[src/rtl/exec_pkg.sv]
`default_nettype none
// +-----------------------------------------------------------------------+
// | exec_pkg : shared types and constants for the execution sequencer     |
// | Rev 1.0                                                               |
// +-----------------------------------------------------------------------+
package exec_pkg;

    typedef enum logic [1:0] {
        IDLE = 2'd0,
        RUN  = 2'd1,
        HALT = 2'd2
    } state_t;

    localparam logic [31:0] EBREAK_INSTR = 32'h00100073;

endpackage
`default_nettype wire

[src/rtl/exec_controller_if.sv]
`default_nettype none
// +-----------------------------------------------------------------------+
// | exec_controller_if : board/core signals seen by the sequencer         |
// | Rev 1.0                                                               |
// +-----------------------------------------------------------------------+
interface exec_controller_if;

    logic        step_btn;
    logic        run_sw;
    logic        bp_en;
    logic [31:0] bp_addr;
    logic [31:0] pc;
    logic [31:0] instr;
    logic        cpu_en;
    logic        running;
    logic        halted;
    logic [31:0] retired;

    modport master (
        output step_btn, run_sw, bp_en, bp_addr, pc, instr,
        input  cpu_en, running, halted, retired
    );

    modport slave (
        input  step_btn, run_sw, bp_en, bp_addr, pc, instr,
        output cpu_en, running, halted, retired
    );

endinterface
`default_nettype wire

[src/rtl/debounce.sv]
`default_nettype none
// +-----------------------------------------------------------------------+
// | debounce : 2-FF sync, stability counter, one-cycle rising-edge pulse  |
// | Rev 1.0                                                               |
// +-----------------------------------------------------------------------+
module debounce #(
    parameter int DEBOUNCE_CYCLES = 500000
) (
    input  logic clk,
    input  logic reset,
    input  logic btn,
    output logic pulse
);

    localparam int             CNT_W    = $clog2(DEBOUNCE_CYCLES + 1);
    localparam logic [CNT_W-1:0] CNT_LAST = CNT_W'(DEBOUNCE_CYCLES - 1);
    localparam logic [CNT_W-1:0] CNT_ONE  = CNT_W'(1);

    logic             r_sync1;
    logic             r_sync2;
    logic             r_level;
    logic             r_pulse;
    logic [CNT_W-1:0] r_cnt;
    logic             w_mismatch;

    assign w_mismatch = (r_sync2 != r_level);

    always_ff @(posedge clk or posedge reset) begin
        if (reset) begin
            r_sync1 <= 1'b0;
            r_sync2 <= 1'b0;
            r_level <= 1'b0;
            r_pulse <= 1'b0;
            r_cnt   <= '0;
        end else begin
            r_sync1 <= btn;
            r_sync2 <= r_sync1;
            r_pulse <= 1'b0;
            if (w_mismatch) begin
                // Level flips on the last of the consecutive mismatch cycles;
                // the pulse is raised in step only for a 0->1 flip.
                if (r_cnt == CNT_LAST) begin
                    r_level <= r_sync2;
                    r_pulse <= r_sync2;
                    r_cnt   <= '0;
                end else begin
                    r_cnt <= r_cnt + CNT_ONE;
                end
            end else begin
                r_cnt <= '0;
            end
        end
    end

    assign pulse = r_pulse;

endmodule
`default_nettype wire

[src/rtl/exec_controller.sv]
`default_nettype none
// +-----------------------------------------------------------------------+
// | exec_controller : core clock-enable sequencer (step / run / halt)     |
// | Rev 1.0                                                               |
// +-----------------------------------------------------------------------+
module exec_controller
    import exec_pkg::*;
#(
    parameter int DEBOUNCE_CYCLES = 500000,
    parameter int RUN_DIV         = 5000000
) (
    input  logic           clk,
    input  logic           reset,
    exec_controller_if.slave bus
);

    localparam int             DIV_W    = $clog2(RUN_DIV + 1);
    localparam logic [DIV_W-1:0] DIV_LAST = DIV_W'(RUN_DIV - 1);
    localparam logic [DIV_W-1:0] DIV_ONE  = DIV_W'(1);

    logic             r_run_s1;
    logic             r_run_s2;
    logic             w_step_pulse;
    state_t           r_state;
    state_t           w_state_next;
    logic [DIV_W-1:0] r_div;
    logic [DIV_W-1:0] w_div_next;
    logic             r_cpu_en;
    logic             w_issue;
    logic [31:0]      r_retired;
    logic             w_tick;
    logic             w_stop;

    debounce #(
        .DEBOUNCE_CYCLES(DEBOUNCE_CYCLES)
    ) u_debounce (
        .clk   (clk),
        .reset (reset),
        .btn   (bus.step_btn),
        .pulse (w_step_pulse)
    );

    assign w_tick = (r_div == DIV_LAST);
    assign w_stop = (bus.bp_en && (bus.pc == bus.bp_addr)) || (bus.instr == EBREAK_INSTR);

    always_comb begin
        w_state_next = r_state;
        w_issue      = 1'b0;
        w_div_next   = '0;
        case (r_state)
            IDLE: begin
                if (r_run_s2) begin
                    w_state_next = RUN;
                end else if (w_step_pulse) begin
                    w_issue = 1'b1;
                end
            end
            RUN: begin
                if (!r_run_s2) begin
                    w_state_next = IDLE;
                end else if (w_tick) begin
                    if (w_stop) begin
                        w_state_next = HALT;
                    end else begin
                        w_issue = 1'b1;
                    end
                end else begin
                    w_div_next = r_div + DIV_ONE;
                end
            end
            HALT: begin
                // A step here retires the stopping instruction, then resumes.
                if (!r_run_s2) begin
                    w_state_next = IDLE;
                end else if (w_step_pulse) begin
                    w_issue      = 1'b1;
                    w_state_next = RUN;
                end
            end
            default: begin
                w_state_next = IDLE;
            end
        endcase
    end

    always_ff @(posedge clk or posedge reset) begin
        if (reset) begin
            r_run_s1  <= 1'b0;
            r_run_s2  <= 1'b0;
            r_state   <= IDLE;
            r_div     <= '0;
            r_cpu_en  <= 1'b0;
            r_retired <= 32'd0;
        end else begin
            r_run_s1  <= bus.run_sw;
            r_run_s2  <= r_run_s1;
            r_state   <= w_state_next;
            r_div     <= w_div_next;
            r_cpu_en  <= w_issue;
            r_retired <= r_retired + {31'd0, r_cpu_en};
        end
    end

    assign bus.cpu_en  = r_cpu_en;
    assign bus.running = (r_state == RUN);
    assign bus.halted  = (r_state == HALT);
    assign bus.retired = r_retired;

endmodule
`default_nettype wire

[src/flat_wrapper.sv]
// flat-port wrapper written by rule: the top's interface ports become plain ports
module exec_controller_flat import exec_pkg::*;
#(
    parameter int DEBOUNCE_CYCLES = 500000,
    parameter int RUN_DIV         = 5000000
)
  (clk, reset, bus_step_btn, bus_run_sw, bus_bp_en, bus_bp_addr, bus_pc, bus_instr, bus_cpu_en, bus_running, bus_halted, bus_retired);
  exec_controller_if bus_i ();
  input  logic clk;
  input  logic reset;
  input wire logic [$bits(bus_i.step_btn)-1:0] bus_step_btn;
  input wire logic [$bits(bus_i.run_sw)-1:0] bus_run_sw;
  input wire logic [$bits(bus_i.bp_en)-1:0] bus_bp_en;
  input wire logic [$bits(bus_i.bp_addr)-1:0] bus_bp_addr;
  input wire logic [$bits(bus_i.pc)-1:0] bus_pc;
  input wire logic [$bits(bus_i.instr)-1:0] bus_instr;
  output wire logic [$bits(bus_i.cpu_en)-1:0] bus_cpu_en;
  output wire logic [$bits(bus_i.running)-1:0] bus_running;
  output wire logic [$bits(bus_i.halted)-1:0] bus_halted;
  output wire logic [$bits(bus_i.retired)-1:0] bus_retired;
  assign bus_i.step_btn = bus_step_btn;
  assign bus_i.run_sw = bus_run_sw;
  assign bus_i.bp_en = bus_bp_en;
  assign bus_i.bp_addr = bus_bp_addr;
  assign bus_i.pc = bus_pc;
  assign bus_i.instr = bus_instr;
  assign bus_cpu_en = bus_i.cpu_en;
  assign bus_running = bus_i.running;
  assign bus_halted = bus_i.halted;
  assign bus_retired = bus_i.retired;
  exec_controller #(.DEBOUNCE_CYCLES(DEBOUNCE_CYCLES), .RUN_DIV(RUN_DIV)) u_core (.clk(clk), .reset(reset), .bus(bus_i));
endmodule
[config.mk]
export PLATFORM = sky130hd
export DESIGN_NAME = exec_controller_flat
export DESIGN_NICKNAME = d
export VERILOG_FILES = /design/src/rtl/exec_pkg.sv /design/src/rtl/exec_controller_if.sv /design/src/rtl/debounce.sv /design/src/rtl/exec_controller.sv /design/src/flat_wrapper.sv
export SDC_FILE = /design/constraint.sdc
export NUM_CORES = 1
export LEC_CHECK = 0
export BUFFER_PORTS_ARGS = -buffer_cell sky130_fd_sc_hd__buf_2
export CORE_AREA = 2 2 128 80
export DETAILED_ROUTE_END_ITERATION = 10
export DIE_AREA = 0 0 130 82
export GPL_TIMING_DRIVEN = 0
export PLACE_DENSITY_LB_ADDON = 0.12
export SKIP_CTS_REPAIR_TIMING = 1
export SLEW_MARGIN = 20
export SYNTH_ARGS = -nofsm -noshare
export SYNTH_HDL_FRONTEND = slang
export SYNTH_SLANG_ARGS = --single-unit
[constraint.sdc]
create_clock -name clk -period 2.63 [get_ports clk]
set_clock_uncertainty 0.1 [all_clocks]
set_input_delay 0.3945 -clock clk [delete_from_list [all_inputs] [get_ports clk]]
set_output_delay 0.3945 -clock clk [all_outputs]
set_load 0.1 [all_outputs]
==> flow_metrics.env <==
export IMPL_crit_fanout=4
export IMPL_io_pins=136
export IMPL_p_leak_uw=0.00260
export IMPL_ys_types=35
export IMPL_ys_seq_area_share_pct=48.9
export IMPL_worst_pin_slew_ns=0.681
export IMPL_status="finished, final reports clean"
export IMPL_cts_buffers=9
export IMPL_min_to="u_core.r_run_s1$_DFF_PP0_"
export IMPL_min_period_ns=2.33
export IMPL_rows=28
export IMPL_drt_iter0_markers=122
export IMPL_min_path_type="input port to register"
export IMPL_reg2reg_slack_ns=0.30
export IMPL_fin_crit_sh_pct=88.7
export IMPL_min_delay_start="bus_run_sw"
export IMPL_finalWirelength_um=9110
export IMPL_r2r_end="u_core.r_state[0]$_DFFE_PP0P_"
export IMPL_peakVddDrop_uv=423
export IMPL_gp_congestion=0.785
export IMPL_ys_warnings_count=0
export IMPL_pwr_density_cell_nw_per_um2=558
export IMPL_holdPathStages=1
export IMPL_drv_slew=0
export IMPL_start_kind="register"
export IMPL_synth_seq_cells=83
export IMPL_syn_area_um2=4250
export IMPL_synth_edf_count=0
export IMPL_cp_arrival_ns=2.45
export IMPL_ant_nets=0
export IMPL_max_slew_margin_pct=54.5
export IMPL_grt_pass1_vias=3401
export IMPL_cts_sinks=83
export IMPL_worstReg2RegStart="u_core.r_div[0]$_DFF_PP0_"
export IMPL_drive_above_1_share_pct=29.4
export IMPL_wl_per_cell_um=13.0
export IMPL_dp_cells=684
export IMPL_rsz0062_at_grt="no"
export IMPL_syn_inst=411
export IMPL_syn_num_nets=520
export IMPL_synthArstFlopShare_pct=100
export IMPL_die_h_um=82
export IMPL_areaGrowthSynthToFinish_pct=28.6
export IMPL_antenna_cells=0
export IMPL_grt_overflow=0
export IMPL_route_detailed_drc=0
export IMPL_nets=670
export IMPL_rr_worst_depth=7
export IMPL_setup_viol=0
export IMPL_dieArea_um2=10700
export IMPL_global_route_usage_total_pct=18.7
export IMPL_cts_max_path_buffers=2
export IMPL_hold_slack_ns=0.0632
export IMPL_cts_max_level=3
export IMPL_coreArea_um2=9560
export IMPL_grt_pass1_wl_um=15600
export IMPL_initial_core_util_pct=44.4
export IMPL_dp_hpwl_um=7060
export IMPL_fin_tns_setup_ns=0
export IMPL_via_per_inst=4.83
export IMPL_die_w_um=130
export IMPL_root_buffer="clkbuf_16"
export IMPL_hold_viol=0
export IMPL_max_cap_violations=0
export IMPL_final_cell_mix="buf_2 (138), dfrtp_1 (81), xnor2_1 (68)"
export IMPL_criticalPathCategory="register to register"
export IMPL_fmax_mhz=428
export IMPL_final_common_cell="buf_2"
export IMPL_dr_pass1_iters=4
export IMPL_clk_latency_ns=0.34
export IMPL_clkTransAtPathRegs_ns=0.05
export IMPL_vias=3378
export IMPL_portBuffers=135
export IMPL_critPathCaptureType="register"
export IMPL_grt_max_degree=25
export IMPL_antenna_found_initial=0
export IMPL_worstPathRequired_ns=2.75
export IMPL_postSynthAreaPerCell_um2=10.3
export IMPL_finalNonFillerCells=700
export IMPL_ys_flop_type="dfrtp_1"
export IMPL_cts_tree="yes"
## per-layer routing
layer | part of all wire, % | vias up | wire length, um | track usage, %
li1 | - | 1704 | - | -
met1 | 48 | 1592 | 4390 | 24.8
met2 | 46 | 69 | 4220 | 29.5
met3 | 4.3 | 13 | 394 | 5.67
met4 | 1.2 | 0 | 108 | 6.13
met5 | 0 | - | 0 | 0
## registers in the layout (all words and copies together), names as in the netlist, 2 cells and up
name                     flops
u_core.bus.retired          32
u_core.r_div                23
u_core.u_debounce.r_cnt     19
u_core.r_state               2
## metrics by stage
step | total power (uW) | util [%] | worst slack [ns] | area, um^2
after floorplan | 1720 | - | 0.0599 | 4250
after global placement | 1860 | 53.3 | 0.311 | 5100
after detailed placement | 1890 | 54.1 | 0.279 | 5170
after CTS | 3090 | 57.0 | 0.266 | 5450
after global routing | 3200 | 57.1 | 0.116 | 5460
final | 3050 | 57.1 | 0.296 | 5460
## report_power, final
part	switching, uW	leakage, uW	internal, uW
logic	333	0.00132	200
clock network	474	0.000141	708
registers	26.7	0.00114	1310
total	834	0.00260	2220
## area by class of cell
| type | count | area (um^2) |
|---|---|---|
| well taps | 135 | 169 |
| plain buffers | 6 | 26.3 |
| clock inverters | 2 | 10.0 |
| multi-input cells | 311 | 2100 |
| clock buffers | 13 | 270 |
| flip-flops and latches | 83 | 2080 |
| inverters | 11 | 45.0 |
| fillers | 861 | 4100 |
| repair buffers | 139 | 761 |
## cells in the mapped netlist (2+ instances only)
master,n,area (um^2)
a21oi_1,3,15.0
and2_1,8,50.1
and3_1,16,100
and4_1,6,52.6
buf_2,3,15.0
clkbuf_1,3,11.3
dfrtp_1,83,2080
ha_1,8,100
inv_1,11,41.3
nand2_1,27,101
nand3_1,27,135
nand3_2,2,20.0
nand3b_1,2,15.0
nand4_1,22,138
nor2_1,54,203
nor3_1,4,20.0
nor3b_1,2,15.0
nor4_1,9,56.3
nor4b_1,3,26.3
nor4bb_1,3,30.0
o221ai_2,2,30.0
or3_1,2,12.5
xnor2_1,68,596
xor2_1,32,280
## worst max path at each step
| stage | slack, ns | cells past startpoint | from | to |
|---|---|---|---|---|
| after floorplan | 0.06 | 7 | u_core.bus.retired[1]$_DFF_PP0_ | u_core.bus.retired[12]$_DFF_PP0_ |
| after global placement | 0.31 | 7 | u_core.r_div[0]$_DFF_PP0_ | u_core.r_state[0]$_DFFE_PP0P_ |
| after detailed placement | 0.28 | 7 | u_core.r_div[0]$_DFF_PP0_ | u_core.r_state[0]$_DFFE_PP0P_ |
| after CTS | 0.27 | 7 | u_core.r_div[0]$_DFF_PP0_ | u_core.r_state[0]$_DFFE_PP0P_ |
| after global routing | 0.12 | 7 | u_core.r_div[0]$_DFF_PP0_ | u_core.r_state[0]$_DFFE_PP0P_ |
| final | 0.30 | 7 | u_core.r_div[0]$_DFF_PP0_ | u_core.r_state[0]$_DFFE_PP0P_ |
## critical path, cell delays in order (launching register included)
cell and delay (ns):
dfrtp_1 0.39, ha_1 0.24, nand2_1 0.10, or2_4 0.27
nor4_4 0.37, o221ai_2 0.16, o221ai_2 0.24, mux2_1 0.35
## cell families (layout without fill, tap and decap cells)
| group | after synthesis | count (layout) | share of synthesized area, % |
|---|---|---|---|
| DFF | 83 | 83 | 48.9 |
| adders and majority gates | 8 | 8 | 2.36 |
| buffers and inverters | 17 | 171 | 1.59 |
| muxes | 3 | 3 | 0.766 |
| xor gates and xnor gates | 100 | 100 | 20.6 |
| and+or+nand+nor | 191 | 191 | 24.1 |
| AOI/OAI and AO/OA | 9 | 9 | 1.68 |
No activity file was read; power rests on OpenSTA's default activity.
